### config.mk
export PLATFORM = sky130hd
export DESIGN_NAME = carregador_instrucoes
export DESIGN_NICKNAME = d
export VERILOG_FILES = /design/src/rtl/carregador_instrucoes.sv
export SDC_FILE = /design/constraint.sdc
export NUM_CORES = 1
export LEC_CHECK = 0
export ABC_AREA = 1
export CAP_MARGIN = 40
export CORE_ASPECT_RATIO = 1.4
export CORE_MARGIN = 2
export CORE_UTILIZATION = 25
export CTS_CLUSTER_DIAMETER = 120
export DETAILED_ROUTE_END_ITERATION = 10
export DONT_BUFFER_PORTS = 1
export PLACE_DENSITY = 0.44
export SYNTH_ARGS = -nofsm -noshare
export SYNTH_HDL_FRONTEND = slang
export SYNTH_SLANG_ARGS = --single-unit
### constraint.sdc
create_clock -name clock -period 2.55 [get_ports clock]
set_input_delay 0.765 -clock clock [delete_from_list [all_inputs] [get_ports clock]]
set_output_delay 0.765 -clock clock [all_outputs]
set_load 0.02 [all_outputs]
### src/rtl/carregador_instrucoes.sv
// carregador_instrucoes: streams instruction words into one fixed-size slot of instruction memory.
// Define CARREGADOR_CHECKSUM_EN to require a trailing checksum word before completion.
module carregador_instrucoes #(
  parameter int DATA_WIDTH = 32,
  parameter int ADDR_WIDTH = 32,
  parameter int SLOT_SIZE = 200,
  parameter int NUM_SLOTS = 4,
  parameter int SLOT_BITS = 3,
  parameter int COUNT_BITS = 8
) (
  input  logic                  clock,
  input  logic                  reset,
  input  logic                  start,
  input  logic [SLOT_BITS-1:0]  slot,
  input  logic [COUNT_BITS-1:0] word_count,
  input  logic                  in_valid,
  input  logic [DATA_WIDTH-1:0] in_data,
  output logic                  in_ready,
  output logic                  mem_we,
  output logic [ADDR_WIDTH-1:0] mem_endereco,
  output logic [DATA_WIDTH-1:0] mem_data,
  output logic                  busy,
  output logic                  done,
  output logic                  erro
);
`ifdef CARREGADOR_CHECKSUM_EN
  typedef enum logic [1:0] {IDLE, LOAD, CHECK, FIM} state_t;
`else
  typedef enum logic [1:0] {IDLE, LOAD, FIM} state_t;
`endif
  state_t state, state_next;
  logic [ADDR_WIDTH-1:0] base;
  logic [COUNT_BITS-1:0] offset, remaining;
  logic start_ok, accept, xfer, last, sum_bad;
  assign start_ok = 32'(slot) < NUM_SLOTS && word_count != '0 && 32'(word_count) <= SLOT_SIZE;
  assign accept = state == IDLE && start && start_ok;
  assign xfer = in_valid && in_ready;
  assign last = remaining == COUNT_BITS'(1);
`ifdef CARREGADOR_CHECKSUM_EN
  logic [DATA_WIDTH-1:0] sum;
  assign sum_bad = state == CHECK && xfer && in_data != sum;
  always_ff @(posedge clock) begin
    if (reset) sum <= '0;
    else if (accept) sum <= '0;
    else if (state == LOAD && xfer) sum <= sum + in_data;
  end
`else
  assign sum_bad = 1'b0;
`endif
  always_ff @(posedge clock) begin
    if (reset) state <= IDLE;
    else state <= state_next;
  end
  always_comb begin
    state_next = state;
    case (state)
      IDLE: state_next = accept ? LOAD : IDLE;
`ifdef CARREGADOR_CHECKSUM_EN
      LOAD: state_next = xfer && last ? CHECK : LOAD;
      CHECK: state_next = xfer ? (sum_bad ? IDLE : FIM) : CHECK;
`else
      LOAD: state_next = xfer && last ? FIM : LOAD;
`endif
      default: state_next = IDLE;
    endcase
  end
  always_comb begin
`ifdef CARREGADOR_CHECKSUM_EN
    in_ready = state == LOAD || state == CHECK;
`else
    in_ready = state == LOAD;
`endif
    busy = in_ready;
    done = state == FIM;
  end
  // Writes are registered: address and data appear the cycle after acceptance.
  always_ff @(posedge clock) begin
    if (reset) begin
      mem_we <= 1'b0;
      mem_endereco <= '0;
      mem_data <= '0;
      erro <= 1'b0;
      base <= '0;
      offset <= '0;
      remaining <= '0;
    end else begin
      mem_we <= state == LOAD && xfer;
      erro <= (state == IDLE && start && !start_ok) || sum_bad;
      if (accept) begin
        base <= ADDR_WIDTH'(slot) * ADDR_WIDTH'(SLOT_SIZE);
        remaining <= word_count;
        offset <= '0;
      end
      if (state == LOAD && xfer) begin
        mem_endereco <= base + ADDR_WIDTH'(offset);
        mem_data <= in_data;
        offset <= offset + COUNT_BITS'(1);
        remaining <= remaining - COUNT_BITS'(1);
      end
    end
  end
endmodule

[Word-level counts from Yosys, hierarchy flattened]
Index checks and enable logic that the tools add are counted.
Storage, ports and cells
  bits in registers: 92
  bits of input ports: 47
  logic and storage cells: 36
Operators by class
  add/subtract/negate cells: 3
  $mul: 1
  $lt $le $gt $ge: 2
  eq/ne operators: 3
  mux-type cells: 7
  reduce and logical (&&, ||, !) cells: 12
Operators by type and width (number)
  8-bit 2-to-1 mux: 4
  11-bit by 8-bit adder with 12-bit output: 1
  8-bit by 1-bit adder with 8-bit output, second input constant: 1
  8-bit by 1-bit equality test with 1-bit output, second input constant: 1
  8-bit less-or-equal comparator, second input constant: 1
  1-bit logical AND: 8
  3-bit by 5-bit multiplier with 8-bit output, second input constant: 1
  8-bit nonzero test: 1
  8-bit by 1-bit subtractor with 8-bit output, second input constant: 1
  2-bit case mux with 2 select lines: 1
  3-bit less-than comparator, second input constant: 1
  2-bit by 1-bit equality test with 1-bit output, second input constant: 1
  2-bit equality test, second input constant: 1
  2-bit logical NOT: 1
  2-bit 2-to-1 mux: 1
  2-bit nonzero test: 1
  1-bit logical NOT: 1
  1-bit 2-to-1 mux: 1

[Depth between registers and ports, before layout]
  word-level depth: 6
  mapped depth: 10

[Least setup slack after synthesis]
Ideal clock, no wire load.
  path kind: input to register
  from: input port slot[1]
  to: register base[9]
  data arrival time: 1.632 ns
  required time: 2.480 ns
  slack: 0.848 ns
  stages on the path: 7
  path through: inv_1 > ha_1 > inv_1 > ha_1 > xor2_1 > nand4_1 > a21oi_1
Between the ends
  cells in the longest elaborated chain, start to end: 4
  elaborated cells between the ends (all ways): 5
Ends and longest elaborated chain
  start, declared: line 14  | input logic [SLOT_BITS-1:0] slot,
  branches (longest 4 deep; another with 3-bit by 5-bit multiplier with 8-bit output)
  end signal, assigned: line 90  | base <= ADDR_WIDTH'(slot) * ADDR_WIDTH'(SLOT_SIZE);
  end, declared: line 32  | logic [ADDR_WIDTH-1:0] base;
Several ways; the timed one is not identified.
A chain may end at the register's enable or synchronous reset.

[Worst setup path after layout]
  from: register state[0]
  to: output port busy
Between the ends
  cells in the longest elaborated chain, start to end: 1
Ends and longest elaborated chain
  start, declared: line 31  | state_t state, state_next;
  start signal, assigned: line 52  | else state <= state_next;
  2-bit by 1-bit equality test with 1-bit output: line 71  | in_ready = state == LOAD;
  end, declared: line 22  | output logic busy,
No other way between the ends.

==> impl_metrics.py <==
metrics = {
    "placed_design": {
        "place.gp.congestion": 0.760,
        "port_buffers": 0,
        "dp_hpwl_um": 5810,
        "dp_slack_ps": 560,
    },
    "timing": {
        "finalSetupViolCount": 0,
        "tightest_slew_ps": 595,
        "setup_tns_ps": 0,
        "drv_slew": 0,
        "final.setup.worst_slack_ps": 617,
        "period_share_pct": 75.8,
        "final-hold-violation-count": 0,
        "slew_headroom_pct": 60.3,
        "hold_slack_ps": 460,
        "rsz0062_at_grt": "no",
        "skew_ps": 9.64,
        "finalCriticalPeriod_ps": 1930,
        "max_freq_mhz": 517,
    },
    "critical_path": {
        "start_kind": "register",
        "required_ps": 1790,
        "path_class": "register to output pin",
        "r2r_slack_ps": 840,
        "reg2reg_depth": 10,
        "cp.arrival_ps": 1170,
        "critPathCaptureType": "output pin",
        "r2r-start": "offset[3]",
        "r2r-end": "mem_endereco[9]",
        "path_max_fanout": 3,
    },
    "grt": {
        "gr-total-overflow": 0,
        "grt_pass1_wl_um": 13700,
        "grt_start_max_net_pins": 61,
        "grt_usage_pct": 11.7,
        "antenna_found_initial": 0,
        "grt_pass1_vias": 2775,
    },
    "drt": {
        "drc": 0,
        "wl_per_cell_um": 12.9,
        "drt_iter0_drc": 76,
        "vias_per_cell": 4.43,
        "drtAntennaViolNets": 0,
        "drt_pass1_iterations": 4,
        "dr_total_vias": 2913,
        "drt-total-wl_um": 8500,
    },
    "run": {
        "drv_cap": 0,
    },
    "worst_hold_path": {
        "holdPathEnd": "base[5]",
        "worstHoldPathCells": 2,
        "min_path_type": "register to register",
        "min-delay-start": "base[5]",
    },
    "synth": {
        "synth.cell_area_mm2": 0.00347,
        "ys_seq_area_share_pct": 40.9,
        "yosysWarnings": 0,
        "yosys_register_bits": 71,
        "synthCells": 475,
        "ys_types": 30,
        "syn_avg_cell_area_um2": 7.31,
    },
    "die": {
        "die_area_mm2": 0.0149,
        "die_y_um": 143,
        "start_util_pct": 25.3,
        "ios": 116,
        "core_area_mm2": 0.0137,
        "core.rowCount": 51,
        "die_width_um": 104,
    },
    "clock_network": {
        "cts_buffers": 9,
        "hold_buffers": 0,
        "postCtsResizedCells": 0,
        "cts_sinks": 71,
        "clkSlewWorstSetupHoldPaths_ps": 60,
        "cts_setup_buffers": 0,
        "clk_latency_ps": 330,
        "tritoncts": "built",
        "h-tree-depth": 3,
        "clockRootBuffer": "clkbuf_16",
        "clockBufferDepth": 2,
    },
    "layout": {
        "syn2layout_area_growth_pct": 10.4,
        "drive_above_1_share_pct": 6.14,
        "final_common_cell": "nor2_1",
        "diodes": 0,
        "fin_nets": 528,
        "final_cell_mix": "nor2_1 (101), dfxtp_1 (71), nand2_1 (63)",
    },
    "outcome": {
        "status": "finished clean",
    },
    "pwr": {
        "vdd_drop_max_uv": 344,
        "p_leak_nw": 1.73,
        "powerDensity_mw_per_mm2": 718,
    },
}
worst max-delay path, cell delays in order (launching register included):
cell and delay, ps:
dfxtp_1 400, nand2_2 120, inv_1 310
worst max-delay path by stage:
stage,cells after the start,endpoint,slack [ps],from
floorplan,7,base[9],850,slot[1]
global placement,8,remaining[4],570,word_count[4]
detailed placement,8,remaining[3],560,word_count[4]
CTS,2,in_ready,600,state[0]
global route,2,busy,540,state[0]
finish,2,busy,620,state[0]
stage by stage:
stage | util [%] | total power [mW] | cell area [µm²] | instances
after floorplan | - | 1.50 | 3540 | 494
after global placement | 25.8 | 1.52 | 3540 | 642
after CTS | 27.9 | 2.80 | 3830 | 657
after global routing | 27.9 | 2.88 | 3830 | 657
final | 27.9 | 2.75 | 3830 | 657
after detailed placement | 25.8 | 1.53 | 3540 | 642
sequential cells by signal, indices dropped and copies added, names as in the netlist:
name          cells
offset            8
mem_endereco     12
erro              1
base              7
mem_data         32
mem_we            1
state             2
remaining         8
layout make-up:
class	instances	area, µm²
Multi-Input combinational cell	343	1690
Timing Repair Buffer	6	57.6
Clock inverter	3	43.8
Sequential cell	71	1420
Inverter	37	139
Clock buffer	12	246
Fill cell	1504	9890
Tap cell	185	231
per-layer routing:
layer | track usage, % | up-vias | share of wire (%)
met5 | 0 | - | 0
met4 | 5.55 | 0 | 1.9
li1 | - | 1479 | -
met2 | 20.1 | 108 | 48
met3 | 4.17 | 10 | 8.3
met1 | 13.1 | 1316 | 42
cells in the mapped netlist:
master | n | share of area [%]
o21ai_0 | 48 | 6.9
xnor2_1 | 1 | 0.25
a21o_1 | 2 | 0.43
nand2_1 | 63 | 6.8
ha_1 | 12 | 4.3
nor2_2 | 1 | 0.18
o21bai_1 | 4 | 0.86
nor2_4 | 1 | 0.32
buf_6 | 4 | 1.3
nor2_1 | 101 | 11
buf_2 | 3 | 0.43
inv_2 | 1 | 0.11
a21oi_1 | 27 | 3.9
clkbuf_1 | 11 | 1.2
nor3b_4 | 1 | 0.54
nand3_4 | 1 | 0.50
xor2_1 | 3 | 0.76
buf_4 | 25 | 5.4
conb_1 | 1 | 0.11
a21oi_2 | 1 | 0.25
nor2_8 | 1 | 0.58
nand4_1 | 7 | 1.3
inv_1 | 36 | 3.9
o21a_1 | 3 | 0.65
nor3_1 | 3 | 0.43
o21ai_1 | 5 | 0.72
dfxtp_1 | 71 | 41
fa_1 | 1 | 0.58
nand2_2 | 3 | 0.54
nand3_1 | 34 | 4.9
power by group:
part	total, mW	switching, mW	internal (mW)
Combinational	0.256	0.176	0.0793
Clock	1.25	0.472	0.779
Sequential	1.24	0.0818	1.16
cell families (layout without fill, tap and decap cells):
| logic type | Yosys count | after routing | share of synthesized area [%] |
|---|---|---|---|
| other | 1 | 20 | 0.108 |
| DFF | 71 | 71 | 40.9 |
| and+or+nand+nor | 216 | 216 | 27.0 |
| adders and majority gates | 13 | 13 | 4.90 |
| buffers and inverters | 80 | 58 | 12.3 |
| xor gates and xnor gates | 4 | 4 | 1.01 |
| AOI/OAI and AO/OA | 90 | 90 | 13.7 |
No activity file was read; power rests on OpenSTA's default activity.
